===== config.mk =====
export PLATFORM = sky130hd
export DESIGN_NAME = id_stage_reg_flat
export DESIGN_NICKNAME = d
export VERILOG_FILES = /design/src/rtl/id_stage_reg_if.sv /design/src/rtl/id_stage_reg.sv /design/src/flat_wrapper.sv
export SDC_FILE = /design/constraint.sdc
export NUM_CORES = 1
export LEC_CHECK = 0
export ABC_AREA = 1
export ABC_CLOCK_PERIOD_IN_PS = 1400
export BUFFER_PORTS_ARGS = -buffer_cell sky130_fd_sc_hd__clkbuf_2
export CAP_MARGIN = 25
export CELL_PAD_IN_SITES_DETAIL_PLACEMENT = 0
export CELL_PAD_IN_SITES_GLOBAL_PLACEMENT = 1
export CORE_MARGIN = 4
export CORE_UTILIZATION = 29
export DETAILED_ROUTE_END_ITERATION = 6
export PLACE_DENSITY_LB_ADDON = 0.1
export SLEW_MARGIN = 20
export SYNTH_ARGS = -nofsm -noshare
export SYNTH_HDL_FRONTEND = slang
export SYNTH_SLANG_ARGS = --single-unit
export TNS_END_PERCENT = 20

===== constraint.sdc =====
create_clock -name clk -period 1.4 [get_ports clk]
set_clock_uncertainty 0.1 [all_clocks]
set_input_delay 0.07 -clock clk [delete_from_list [all_inputs] [get_ports clk]]
set_output_delay 0.07 -clock clk [all_outputs]
set_load 0.1 [all_outputs]

===== src/rtl/id_stage_reg_if.sv =====
// ID/EX pipeline register bus: decoded instruction fields entering from ID,
// the registered copy presented to EX, stall/flush/hazard controls and the
// debug counters. The pipeline register owns the slave side.
interface id_stage_reg_if #(
    parameter int EXE_CMD_LEN = 4,
    parameter int CNT_LEN     = 16
);
    // Pipeline controls
    logic                   freeze;
    logic                   flush;
    logic                   hazard;

    // Fields captured at the end of ID
    logic                   wb_en_in;
    logic                   mem_r_en_in;
    logic                   mem_w_en_in;
    logic                   b_in;
    logic                   s_in;
    logic                   imm_in;
    logic [EXE_CMD_LEN-1:0] exe_cmd_in;
    logic [31:0]            pc_in;
    logic [31:0]            val_rn_in;
    logic [31:0]            val_rm_in;
    logic [11:0]            shift_operand_in;
    logic [23:0]            signed_imm_24_in;
    logic [3:0]             dest_in;
    logic [3:0]             src1_in;
    logic [3:0]             src2_in;
    logic [3:0]             status_in;

    // Registered fields presented to EX
    logic                   wb_en_out;
    logic                   mem_r_en_out;
    logic                   mem_w_en_out;
    logic                   b_out;
    logic                   s_out;
    logic                   imm_out;
    logic [EXE_CMD_LEN-1:0] exe_cmd_out;
    logic [31:0]            pc_out;
    logic [31:0]            val_rn_out;
    logic [31:0]            val_rm_out;
    logic [11:0]            shift_operand_out;
    logic [23:0]            signed_imm_24_out;
    logic [3:0]             dest_out;
    logic [3:0]             src1_out;
    logic [3:0]             src2_out;
    logic [3:0]             status_out;
    logic                   valid_out;
    logic [CNT_LEN-1:0]     flush_count;
    logic [CNT_LEN-1:0]     bubble_count;

    // Upstream/control side: drives ID fields and controls, observes EX side
    modport master (
        output freeze, flush, hazard,
        output wb_en_in, mem_r_en_in, mem_w_en_in, b_in, s_in, imm_in,
        output exe_cmd_in, pc_in, val_rn_in, val_rm_in, shift_operand_in,
        output signed_imm_24_in, dest_in, src1_in, src2_in, status_in,
        input  wb_en_out, mem_r_en_out, mem_w_en_out, b_out, s_out, imm_out,
        input  exe_cmd_out, pc_out, val_rn_out, val_rm_out, shift_operand_out,
        input  signed_imm_24_out, dest_out, src1_out, src2_out, status_out,
        input  valid_out, flush_count, bubble_count
    );

    // Pipeline register side
    modport slave (
        input  freeze, flush, hazard,
        input  wb_en_in, mem_r_en_in, mem_w_en_in, b_in, s_in, imm_in,
        input  exe_cmd_in, pc_in, val_rn_in, val_rm_in, shift_operand_in,
        input  signed_imm_24_in, dest_in, src1_in, src2_in, status_in,
        output wb_en_out, mem_r_en_out, mem_w_en_out, b_out, s_out, imm_out,
        output exe_cmd_out, pc_out, val_rn_out, val_rm_out, shift_operand_out,
        output signed_imm_24_out, dest_out, src1_out, src2_out, status_out,
        output valid_out, flush_count, bubble_count
    );
endinterface


===== src/rtl/id_stage_reg.sv =====
// ID/EX pipeline register. Holds on freeze, loads a bubble on flush or
// hazard, otherwise captures the decoded instruction. Two saturating debug
// counters record how many flushes and hazard bubbles were taken.
module id_stage_reg #(
    parameter int EXE_CMD_LEN = 4,
    parameter int CNT_LEN     = 16
) (
    input  logic         clk,
    input  logic         rst,
    id_stage_reg_if.slave bus
);

    typedef struct packed {
        logic                   wb_en;
        logic                   mem_r_en;
        logic                   mem_w_en;
        logic                   b;
        logic                   s;
        logic                   imm;
        logic [EXE_CMD_LEN-1:0] exe_cmd;
        logic [31:0]            pc;
        logic [31:0]            val_rn;
        logic [31:0]            val_rm;
        logic [11:0]            shift_operand;
        logic [23:0]            signed_imm_24;
        logic [3:0]             dest;
        logic [3:0]             src1;
        logic [3:0]             src2;
        logic [3:0]             status;
    } id_ex_t;

    localparam logic [CNT_LEN-1:0] CNT_MAX = '1;

    id_ex_t             w_in;
    id_ex_t             r_pl;
    logic               r_valid;
    logic [CNT_LEN-1:0] r_flush_count;
    logic [CNT_LEN-1:0] r_bubble_count;

    // Gather the incoming ID fields into one record
    always_comb begin
        // NOTE: every field is assigned on every evaluation, so no latch can be inferred.
        w_in.wb_en         = bus.wb_en_in;
        w_in.mem_r_en      = bus.mem_r_en_in;
        w_in.mem_w_en      = bus.mem_w_en_in;
        w_in.b             = bus.b_in;
        w_in.s             = bus.s_in;
        w_in.imm           = bus.imm_in;
        w_in.exe_cmd       = bus.exe_cmd_in;
        w_in.pc            = bus.pc_in;
        w_in.val_rn        = bus.val_rn_in;
        w_in.val_rm        = bus.val_rm_in;
        w_in.shift_operand = bus.shift_operand_in;
        w_in.signed_imm_24 = bus.signed_imm_24_in;
        w_in.dest          = bus.dest_in;
        w_in.src1          = bus.src1_in;
        w_in.src2          = bus.src2_in;
        w_in.status        = bus.status_in;
    end

    // Pipeline register: reset > freeze > flush > hazard > load
    always_ff @(posedge clk) begin
        // NOTE: non-blocking assignments keep every register sampling pre-edge values.
        if (rst) begin
            r_pl           <= '0;
            r_valid        <= 1'b0;
            r_flush_count  <= '0;
            r_bubble_count <= '0;
        end else if (!bus.freeze) begin
            if (bus.flush) begin
                // A flush wins over a simultaneous hazard; only its counter moves
                r_pl    <= '0;
                r_valid <= 1'b0;
                if (r_flush_count != CNT_MAX) begin
                    r_flush_count <= r_flush_count + CNT_LEN'(1);
                end
            end else if (bus.hazard) begin
                r_pl    <= '0;
                r_valid <= 1'b0;
                if (r_bubble_count != CNT_MAX) begin
                    r_bubble_count <= r_bubble_count + CNT_LEN'(1);
                end
            end else begin
                r_pl    <= w_in;
                r_valid <= 1'b1;
            end
        end
    end

    assign bus.wb_en_out         = r_pl.wb_en;
    assign bus.mem_r_en_out      = r_pl.mem_r_en;
    assign bus.mem_w_en_out      = r_pl.mem_w_en;
    assign bus.b_out             = r_pl.b;
    assign bus.s_out             = r_pl.s;
    assign bus.imm_out           = r_pl.imm;
    assign bus.exe_cmd_out       = r_pl.exe_cmd;
    assign bus.pc_out            = r_pl.pc;
    assign bus.val_rn_out        = r_pl.val_rn;
    assign bus.val_rm_out        = r_pl.val_rm;
    assign bus.shift_operand_out = r_pl.shift_operand;
    assign bus.signed_imm_24_out = r_pl.signed_imm_24;
    assign bus.dest_out          = r_pl.dest;
    assign bus.src1_out          = r_pl.src1;
    assign bus.src2_out          = r_pl.src2;
    assign bus.status_out        = r_pl.status;
    assign bus.valid_out         = r_valid;
    assign bus.flush_count       = r_flush_count;
    assign bus.bubble_count      = r_bubble_count;

endmodule

===== src/flat_wrapper.sv =====
// flat-port wrapper written by rule: the top's interface ports become plain ports
module id_stage_reg_flat 
#(
    parameter int EXE_CMD_LEN = 4,
    parameter int CNT_LEN     = 16
)
  (clk, rst, bus_freeze, bus_flush, bus_hazard, bus_wb_en_in, bus_mem_r_en_in, bus_mem_w_en_in, bus_b_in, bus_s_in, bus_imm_in, bus_exe_cmd_in, bus_pc_in, bus_val_rn_in, bus_val_rm_in, bus_shift_operand_in, bus_signed_imm_24_in, bus_dest_in, bus_src1_in, bus_src2_in, bus_status_in, bus_wb_en_out, bus_mem_r_en_out, bus_mem_w_en_out, bus_b_out, bus_s_out, bus_imm_out, bus_exe_cmd_out, bus_pc_out, bus_val_rn_out, bus_val_rm_out, bus_shift_operand_out, bus_signed_imm_24_out, bus_dest_out, bus_src1_out, bus_src2_out, bus_status_out, bus_valid_out, bus_flush_count, bus_bubble_count);
  id_stage_reg_if #(.EXE_CMD_LEN(EXE_CMD_LEN), .CNT_LEN(CNT_LEN)) bus_i ();
  input  logic clk;
  input  logic rst;
  input wire logic [$bits(bus_i.freeze)-1:0] bus_freeze;
  input wire logic [$bits(bus_i.flush)-1:0] bus_flush;
  input wire logic [$bits(bus_i.hazard)-1:0] bus_hazard;
  input wire logic [$bits(bus_i.wb_en_in)-1:0] bus_wb_en_in;
  input wire logic [$bits(bus_i.mem_r_en_in)-1:0] bus_mem_r_en_in;
  input wire logic [$bits(bus_i.mem_w_en_in)-1:0] bus_mem_w_en_in;
  input wire logic [$bits(bus_i.b_in)-1:0] bus_b_in;
  input wire logic [$bits(bus_i.s_in)-1:0] bus_s_in;
  input wire logic [$bits(bus_i.imm_in)-1:0] bus_imm_in;
  input wire logic [$bits(bus_i.exe_cmd_in)-1:0] bus_exe_cmd_in;
  input wire logic [$bits(bus_i.pc_in)-1:0] bus_pc_in;
  input wire logic [$bits(bus_i.val_rn_in)-1:0] bus_val_rn_in;
  input wire logic [$bits(bus_i.val_rm_in)-1:0] bus_val_rm_in;
  input wire logic [$bits(bus_i.shift_operand_in)-1:0] bus_shift_operand_in;
  input wire logic [$bits(bus_i.signed_imm_24_in)-1:0] bus_signed_imm_24_in;
  input wire logic [$bits(bus_i.dest_in)-1:0] bus_dest_in;
  input wire logic [$bits(bus_i.src1_in)-1:0] bus_src1_in;
  input wire logic [$bits(bus_i.src2_in)-1:0] bus_src2_in;
  input wire logic [$bits(bus_i.status_in)-1:0] bus_status_in;
  output wire logic [$bits(bus_i.wb_en_out)-1:0] bus_wb_en_out;
  output wire logic [$bits(bus_i.mem_r_en_out)-1:0] bus_mem_r_en_out;
  output wire logic [$bits(bus_i.mem_w_en_out)-1:0] bus_mem_w_en_out;
  output wire logic [$bits(bus_i.b_out)-1:0] bus_b_out;
  output wire logic [$bits(bus_i.s_out)-1:0] bus_s_out;
  output wire logic [$bits(bus_i.imm_out)-1:0] bus_imm_out;
  output wire logic [$bits(bus_i.exe_cmd_out)-1:0] bus_exe_cmd_out;
  output wire logic [$bits(bus_i.pc_out)-1:0] bus_pc_out;
  output wire logic [$bits(bus_i.val_rn_out)-1:0] bus_val_rn_out;
  output wire logic [$bits(bus_i.val_rm_out)-1:0] bus_val_rm_out;
  output wire logic [$bits(bus_i.shift_operand_out)-1:0] bus_shift_operand_out;
  output wire logic [$bits(bus_i.signed_imm_24_out)-1:0] bus_signed_imm_24_out;
  output wire logic [$bits(bus_i.dest_out)-1:0] bus_dest_out;
  output wire logic [$bits(bus_i.src1_out)-1:0] bus_src1_out;
  output wire logic [$bits(bus_i.src2_out)-1:0] bus_src2_out;
  output wire logic [$bits(bus_i.status_out)-1:0] bus_status_out;
  output wire logic [$bits(bus_i.valid_out)-1:0] bus_valid_out;
  output wire logic [$bits(bus_i.flush_count)-1:0] bus_flush_count;
  output wire logic [$bits(bus_i.bubble_count)-1:0] bus_bubble_count;
  assign bus_i.freeze = bus_freeze;
  assign bus_i.flush = bus_flush;
  assign bus_i.hazard = bus_hazard;
  assign bus_i.wb_en_in = bus_wb_en_in;
  assign bus_i.mem_r_en_in = bus_mem_r_en_in;
  assign bus_i.mem_w_en_in = bus_mem_w_en_in;
  assign bus_i.b_in = bus_b_in;
  assign bus_i.s_in = bus_s_in;
  assign bus_i.imm_in = bus_imm_in;
  assign bus_i.exe_cmd_in = bus_exe_cmd_in;
  assign bus_i.pc_in = bus_pc_in;
  assign bus_i.val_rn_in = bus_val_rn_in;
  assign bus_i.val_rm_in = bus_val_rm_in;
  assign bus_i.shift_operand_in = bus_shift_operand_in;
  assign bus_i.signed_imm_24_in = bus_signed_imm_24_in;
  assign bus_i.dest_in = bus_dest_in;
  assign bus_i.src1_in = bus_src1_in;
  assign bus_i.src2_in = bus_src2_in;
  assign bus_i.status_in = bus_status_in;
  assign bus_wb_en_out = bus_i.wb_en_out;
  assign bus_mem_r_en_out = bus_i.mem_r_en_out;
  assign bus_mem_w_en_out = bus_i.mem_w_en_out;
  assign bus_b_out = bus_i.b_out;
  assign bus_s_out = bus_i.s_out;
  assign bus_imm_out = bus_i.imm_out;
  assign bus_exe_cmd_out = bus_i.exe_cmd_out;
  assign bus_pc_out = bus_i.pc_out;
  assign bus_val_rn_out = bus_i.val_rn_out;
  assign bus_val_rm_out = bus_i.val_rm_out;
  assign bus_shift_operand_out = bus_i.shift_operand_out;
  assign bus_signed_imm_24_out = bus_i.signed_imm_24_out;
  assign bus_dest_out = bus_i.dest_out;
  assign bus_src1_out = bus_i.src1_out;
  assign bus_src2_out = bus_i.src2_out;
  assign bus_status_out = bus_i.status_out;
  assign bus_valid_out = bus_i.valid_out;
  assign bus_flush_count = bus_i.flush_count;
  assign bus_bubble_count = bus_i.bubble_count;
  id_stage_reg #(.EXE_CMD_LEN(EXE_CMD_LEN), .CNT_LEN(CNT_LEN)) u_core (.clk(clk), .rst(rst), .bus(bus_i));
endmodule

==> reports/metrics.cfg, run 1 <==
[timing]
drv_slew=0
min_period_over_period_pct=105
max_slew_margin_pct=48.1
worst_pin_slew_ps=779
rsz0062_at_grt=yes
fin_crit_ps=1470
hold_viol=0
setup_violations=10
clock.fmax_ghz=0.680
fin_ws_ps=-71.5
tns_ps=-369

[grt]
grt_max_degree=160
grt_pass1_vias=8752
antenna_found_initial=0
grt_pass1_wl_mm=45.6
overflow=0
grtUsageTotal_pct=19.3

[clock_tree]
cts-root-buf=clkbuf_16
cts_tree=yes
numCtsBuffers=17
clock-sinks=191
clock_path_buffers=2
h-tree-depth=4
path_clk_slew_ps=80
clock_latency_ps=430

[synth]
synth_area_leaders=dfxtp_1 (50%), nand2_1 (12%), nand3_1 (12%)
syn_avg_cell_area_um2=7.50
synth_cell_types=28
synth_top_area_cell=dfxtp_1
syn_area_um2=7670
netlist_instances=1023
seq_area_frac_synth_pct=49.9
ys_seq_elements=191
syn-num-nets=1188
yosysWarnings=0
synth_top_area_share_pct=49.9

[critical_path]
cp.buffers_inverters=1
cp.arrival_ps=1690
crit_family=simple AND/OR/NAND/NOR gates
setup.worst_path.end_class=flip-flop
path_class=reg -> reg
path_max_fanout=5
cp_cell_sequence=ha_4 -> nand2_4 -> nor2_4 -> nand2_4 -> nor2_4 -> nor2_2 -> buf_4 -> a21oi_1 -> nor2_1
cpMaxStageDelayCell=dfxtp_4
critPathMaxStageDelay_ps=360
worst_setup_path_start_kind=flip-flop
cp.required_ps=1610

[run_status]
status=finished with violations
violations=setup timing

[floorplanning]
die_y_um=171
io_pins=354
fp-row-count=59
core_um2=26100
die_area_um2=29100
die_w_um=171
start_util_pct=29.4

[power]
p_sw_share_pct=32.1
p_clk_share_pct=37.9
internal_power_uw=8980
combPwrFrac_pct=19.8
power_frac_seq_pct=42.3
power_switching_uw=4240
p_per_area_nw_per_um2=965
vdd_drop_max_uv=730
power_leakage_uw=0.00579

[route]
vias_per_cell=4.51
vias=8650
postRouteAntennaNets=0
drt_iter0_drc=402
drc=0
routed_wl_mm=29.1
drt_first_pass_iters=4
drt-wirelength-per-cell_um=15.2

[run]
drv_cap=0

[hold_path]
hp-class=in -> reg

[layout]
utilization_pct=52.6
syn2layout_area_growth_pct=78.5
diodes=0
layout-drive-gt1-share_pct=35.4
layout.nets=1735

[place]
place_congestion=0.794
dp_hpwl_mm=19.8
portBuffers=353

path summary, 6_finish.rpt:
kind | slack, ps | from | to | depth (start not counted)
worst max register to register | -70 | u_core.bus.bubble_count[0] | u_core.bus.bubble_count[14] | 9
worst min-delay path | 40 | bus_hazard | u_core.bus.exe_cmd_out[3] | 5
worst max-delay path | -70 | u_core.bus.bubble_count[0] | u_core.bus.bubble_count[14] | 9
worst min register to register | 360 | u_core.bus.wb_en_out | u_core.bus.wb_en_out | 2
flip-flops by register name, indices dropped and copies added (netlist names):
signal / count
u_core.bus.pc_out: 32
u_core.bus.val_rm_out: 32
u_core.bus.val_rn_out: 32
u_core.bus.signed_imm_24_out: 24
u_core.bus.bubble_count: 16
u_core.bus.flush_count: 16
u_core.bus.shift_operand_out: 12
u_core.bus.dest_out: 4
u_core.bus.exe_cmd_out: 4
u_core.bus.src1_out: 4
u_core.bus.src2_out: 4
u_core.bus.status_out: 4
u_core.bus.b_out: 1
u_core.bus.imm_out: 1
u_core.bus.mem_r_en_out: 1
u_core.bus.mem_w_en_out: 1
u_core.bus.s_out: 1
u_core.bus.valid_out: 1
u_core.bus.wb_en_out: 1
per-layer routing:
metal,up-vias,wire length (um),GRT usage [%]
met4,0,511,4.55
met3,27,2210,6.95
li1,4486,-,-
met1,3904,11800,22.6
met2,233,14600,33.8
met5,-,0,0
cell families after synthesis:
logic type,count (synthesis),share of synthesized area [%]
AOI/OAI and AO/OA,180,11.8
and+or+nand+nor,527,30.0
buffers and inverters,117,7.29
adders and majority gates,2,0.326
xor gates and xnor gates,6,0.685
DFF,191,49.9
stage by stage:
| step | power [uW] | std cells | area [um^2] | setup WS, ps | hold WS [ps] |
|---|---|---|---|---|---|
| detailed placement | 7910 | 1723 | 10900 | -69.3 | 223 |
| CTS | 13400 | 1917 | 13600 | -65.1 | 20.6 |
| finish | 13200 | 1918 | 13700 | -71.5 | 42.7 |
| floorplan | 7160 | 1023 | 7820 | -283 | 130 |
| global placement | 7910 | 1723 | 10900 | -50.0 | 218 |
| global route | 13800 | 1918 | 13700 | -160 | 52.7 |
synthesized netlist by cell type (all sizes together):
library cell	count
nand2	257
dfxtp	191
nand3	186
a21oi	173
nor2	74
buf	44
inv	40
clkbuf	31
o21ai	7
nand4	6
xor2	5
clkinv	2
ha	2
nor3	2
and2	1
nand3b	1
xnor2	1
tightest hold or removal path, stage by stage:
cell and delay [ps]:
clkbuf_2 120, inv_4 60, buf_12 150, nand3_1 80, a21oi_1 50
cell type report:
type	instances	area, um^2
tap	335	419
sequential	191	3930
timing repair buffer	602	5080
clock inverter	13	159
fill	2500	12400
inverter	42	168
clock buffer	19	453
multi-input combinational	716	3480
power groups by stage:
stage          logic [uW]  registers, uW  clock network (uW)
2_1_floorplan         514           6650                   0
3_3_place_gp         2190           5710                   0
3_5_place_dp         2190           5720                   0
4_1_cts              2630           5590                5210
5_1_grt              2770           5610                5410
6_report             2620           5590                5010
layout by cell type, fill, tap and decap left out, types with 13 or more instances in the layout:
master	instances
nor2_1	53
buf_12	40
nand3_1	181
buf_4	113
nand2_1	245
clkbuf_4	113
clkbuf_16	17
dlygate4sd3_1	159
dfxtp_4	27
a21oi_1	169
inv_1	35
buf_6	17
nor2_2	13
clkbuf_2	160
dfxtp_1	159
timing repair:
item | CTS | global route
gates cloned | 2 | 0
buffers inserted | 2 | 1
pin swaps | 6 | 14
endpoints found under the setup margin | 151 | 38
hold buffers | 159 | 0
endpoints found under the hold margin | 159 | 0
gates resized for setup | 150 | 34
Power figures use the tool's default switching activity.
==> run 2: changes to the inputs <==
==> constraint.sdc (replaced) <==
create_clock -name clk -period 1.4 [get_ports clk]
set_clock_uncertainty 0.1 [all_clocks]
set_input_delay 0.21 -clock clk [delete_from_list [all_inputs] [get_ports clk]]
set_output_delay 0.21 -clock clk [all_outputs]
set_load 0.1 [all_outputs]
==> run 2 against run 1 <==
  * The flow still finishes with violations (setup timing)
  * Total power grew 1.4%
  * Count of clock-buffer cells in the layout is the same
  * Register-to-register slack is essentially flat
  * Critical path depth is the same
  * Cell count shrank 0.26%
  * Combinational power grew 11%
  * Flip-flop and latch count is the same
  * Largest power group unchanged
  * Non-clock buffer count shrank 6
==> reports/metrics.cfg, run 2 (same netlist as run 1, synthesis figures left out) <==
[grt]
grt_pass1_vias=8951  ; was 8752
grt_max_degree=83  ; was 160
grtUsageTotal_pct=19.9  ; was 19.3%
overflow=0  ; unchanged
antenna_found_initial=0  ; unchanged
grt_pass1_wl_mm=46.9  ; was 45.6 mm

[clock_tree]
clock_latency_ps=430  ; about the same
numCtsBuffers=17  ; unchanged
clock_path_buffers=2  ; unchanged
path_clk_slew_ps=80  ; about the same
cts_tree=yes  ; unchanged
h-tree-depth=4  ; unchanged
clock-sinks=191  ; unchanged
cts-root-buf=clkbuf_16  ; unchanged

[floorplanning]
fp-row-count=59  ; unchanged
die_area_um2=29100  ; unchanged
start_util_pct=29.4  ; unchanged
core_um2=26100  ; unchanged
die_w_um=171  ; unchanged
die_y_um=171  ; unchanged
io_pins=354  ; unchanged

[critical_path]
path_max_fanout=7  ; was 5
path_class=reg -> reg  ; unchanged
critPathMaxStageDelay_ps=370  ; was 360 ps
r2r-start=u_core.bus.bubble_count[0]  ; unchanged
cpMaxStageDelayCell=dfxtp_4  ; unchanged
cp.buffers_inverters=1  ; unchanged
rrSetupSlack_ps=-80  ; was -70 ps
cp.required_ps=1620  ; was 1610 ps
cp.arrival_ps=1700  ; was 1690 ps
cp_cell_sequence=ha_4 -> nand2_4 -> nor2_4 -> nand2_4 -> nor2_4 -> nor2_4 -> buf_6 -> a21oi_1 -> nor2_1  ; was ha_4 -> nand2_4 -> nor2_4 -> nand2_4 -> nor2_4 -> nor2_2 -> buf_4 -> a21oi_1 -> nor2_1
startpoint=u_core.bus.bubble_count[0]  ; unchanged
crit_top_cell=nor2_4
worst_setup_path_start_kind=flip-flop  ; unchanged
setup.worst_path.end_class=flip-flop  ; unchanged
crit_family=simple AND/OR/NAND/NOR gates  ; unchanged

[layout]
final_common_cell=nand2_1  ; unchanged
layout_common_cells=nand2_1 (245), buf_12 (206), nand3_1 (180)  ; was nand2_1 (245), nand3_1 (181), a21oi_1 (169)
layout.nets=1729  ; was 1735
layout-drive-gt1-share_pct=35.4  ; about the same
syn2layout_area_growth_pct=106  ; was 78.5%
stdcell_area_um2=15800  ; was 13700 um^2

[place]
portBuffers=353  ; unchanged
place_congestion=0.803  ; was 0.794
placed_area_um2=13300  ; was 10900 um^2
dp_hpwl_mm=20.8  ; was 19.8 mm
place_ws_ps=-92.5  ; was -69.3 ps

[run]
drv_cap=0  ; unchanged

[hold_path]
hp-class=in -> reg  ; unchanged
min-delay-start=rst  ; was bus_hazard

[timing]
fin_hold_ws_ps=185  ; was 42.7 ps
worst_pin_slew_ps=445  ; was 779 ps
fin_crit_ps=1480  ; was 1470 ps
fin_ws_ps=-76.1  ; was -71.5 ps
setup_violations=27  ; was 10
hold_viol=0  ; unchanged
max_slew_margin_pct=70.3  ; was 48.1%
min_period_over_period_pct=105  ; about the same
drv_slew=0  ; unchanged
rsz0062_at_grt=yes  ; unchanged
clock.fmax_ghz=0.677  ; was 0.680 GHz

[route]
postRouteAntennaNets=0  ; unchanged
vias=8803  ; was 8650
drc=0  ; unchanged
drt_first_pass_iters=5  ; was 4
drt-wirelength-per-cell_um=15.7  ; was 15.2 um
routed_wl_mm=30.0  ; was 29.1 mm
drt_iter0_drc=492  ; was 402
vias_per_cell=4.60  ; was 4.51

[power]
vdd_drop_max_uv=745  ; was 730 uV
total_power_uw=13400  ; was 13200 uW
p_per_area_nw_per_um2=850  ; was 965 nW/um^2
power_leakage_uw=0.00629  ; was 0.00579 uW

[run_status]
violations=setup timing  ; unchanged
status=finished with violations  ; unchanged

[run 2: cell type report]
class	instances	area (um^2)
diodes	1	2.50
clock buffers	19	433
clock inverters	13	144
fillers	2313	10300
inverters	42	168
multi-input cells	716	3500
flip-flops and latches	191	3940
well taps	335	419
repair buffers	596	7170
[run 2: power breakdown]
part | switching [uW] | internal, uW | total, uW | leakage (uW)
registers | 137 | 5520 | 5650 | 0.00157
clock network | 2440 | 2410 | 4840 | 0.000282
logic | 1690 | 1220 | 2900 | 0.00444
[run 2: repair_timing]
action                                  4_1_cts  5_1_grt
gates cloned                                  1        0
hold endpoints to repair                    158        0
setup buffers                                 2        0
pin swaps                                    11       17
hold buffers                                158        0
endpoints found under the setup margin       60       54
gates resized for setup                      49       31
[run 2: per-stage QoR]
step                      setup TNS [ps]  utilization [%]  instances
after detailed placement           -1490             51.0       1719
after global placement              -612             51.0       1719
after global routing               -4280             60.5       1912
after floorplan                    -7330                -       1023
after CTS                           -867             60.1       1912
final                               -900             60.5       1913
[run 2: final timing paths]
path / to / cells after the start
setup reg to reg: u_core.bus.bubble_count[11] / 9
hold reg to reg: u_core.bus.wb_en_out / 2
hold / removal: u_core.bus.flush_count[12] / 3
setup / recovery: u_core.bus.bubble_count[11] / 9
[run 2: tightest hold or removal path: cells and delay by family]
family / cells / cell delay [ps]
buf+inv: 2 / 320
compound gates: 1 / 140
[run 2: per-layer routing]
metal	global-route usage, %	part of all wire, %	vias up	wire length (um)
li1	-	-	4457	-
met1	23.3	40	4056	11900
met2	34.1	49	249	14800
met3	7.19	8.1	41	2420
met4	6.49	2.7	0	803
met5	0	0	-	0
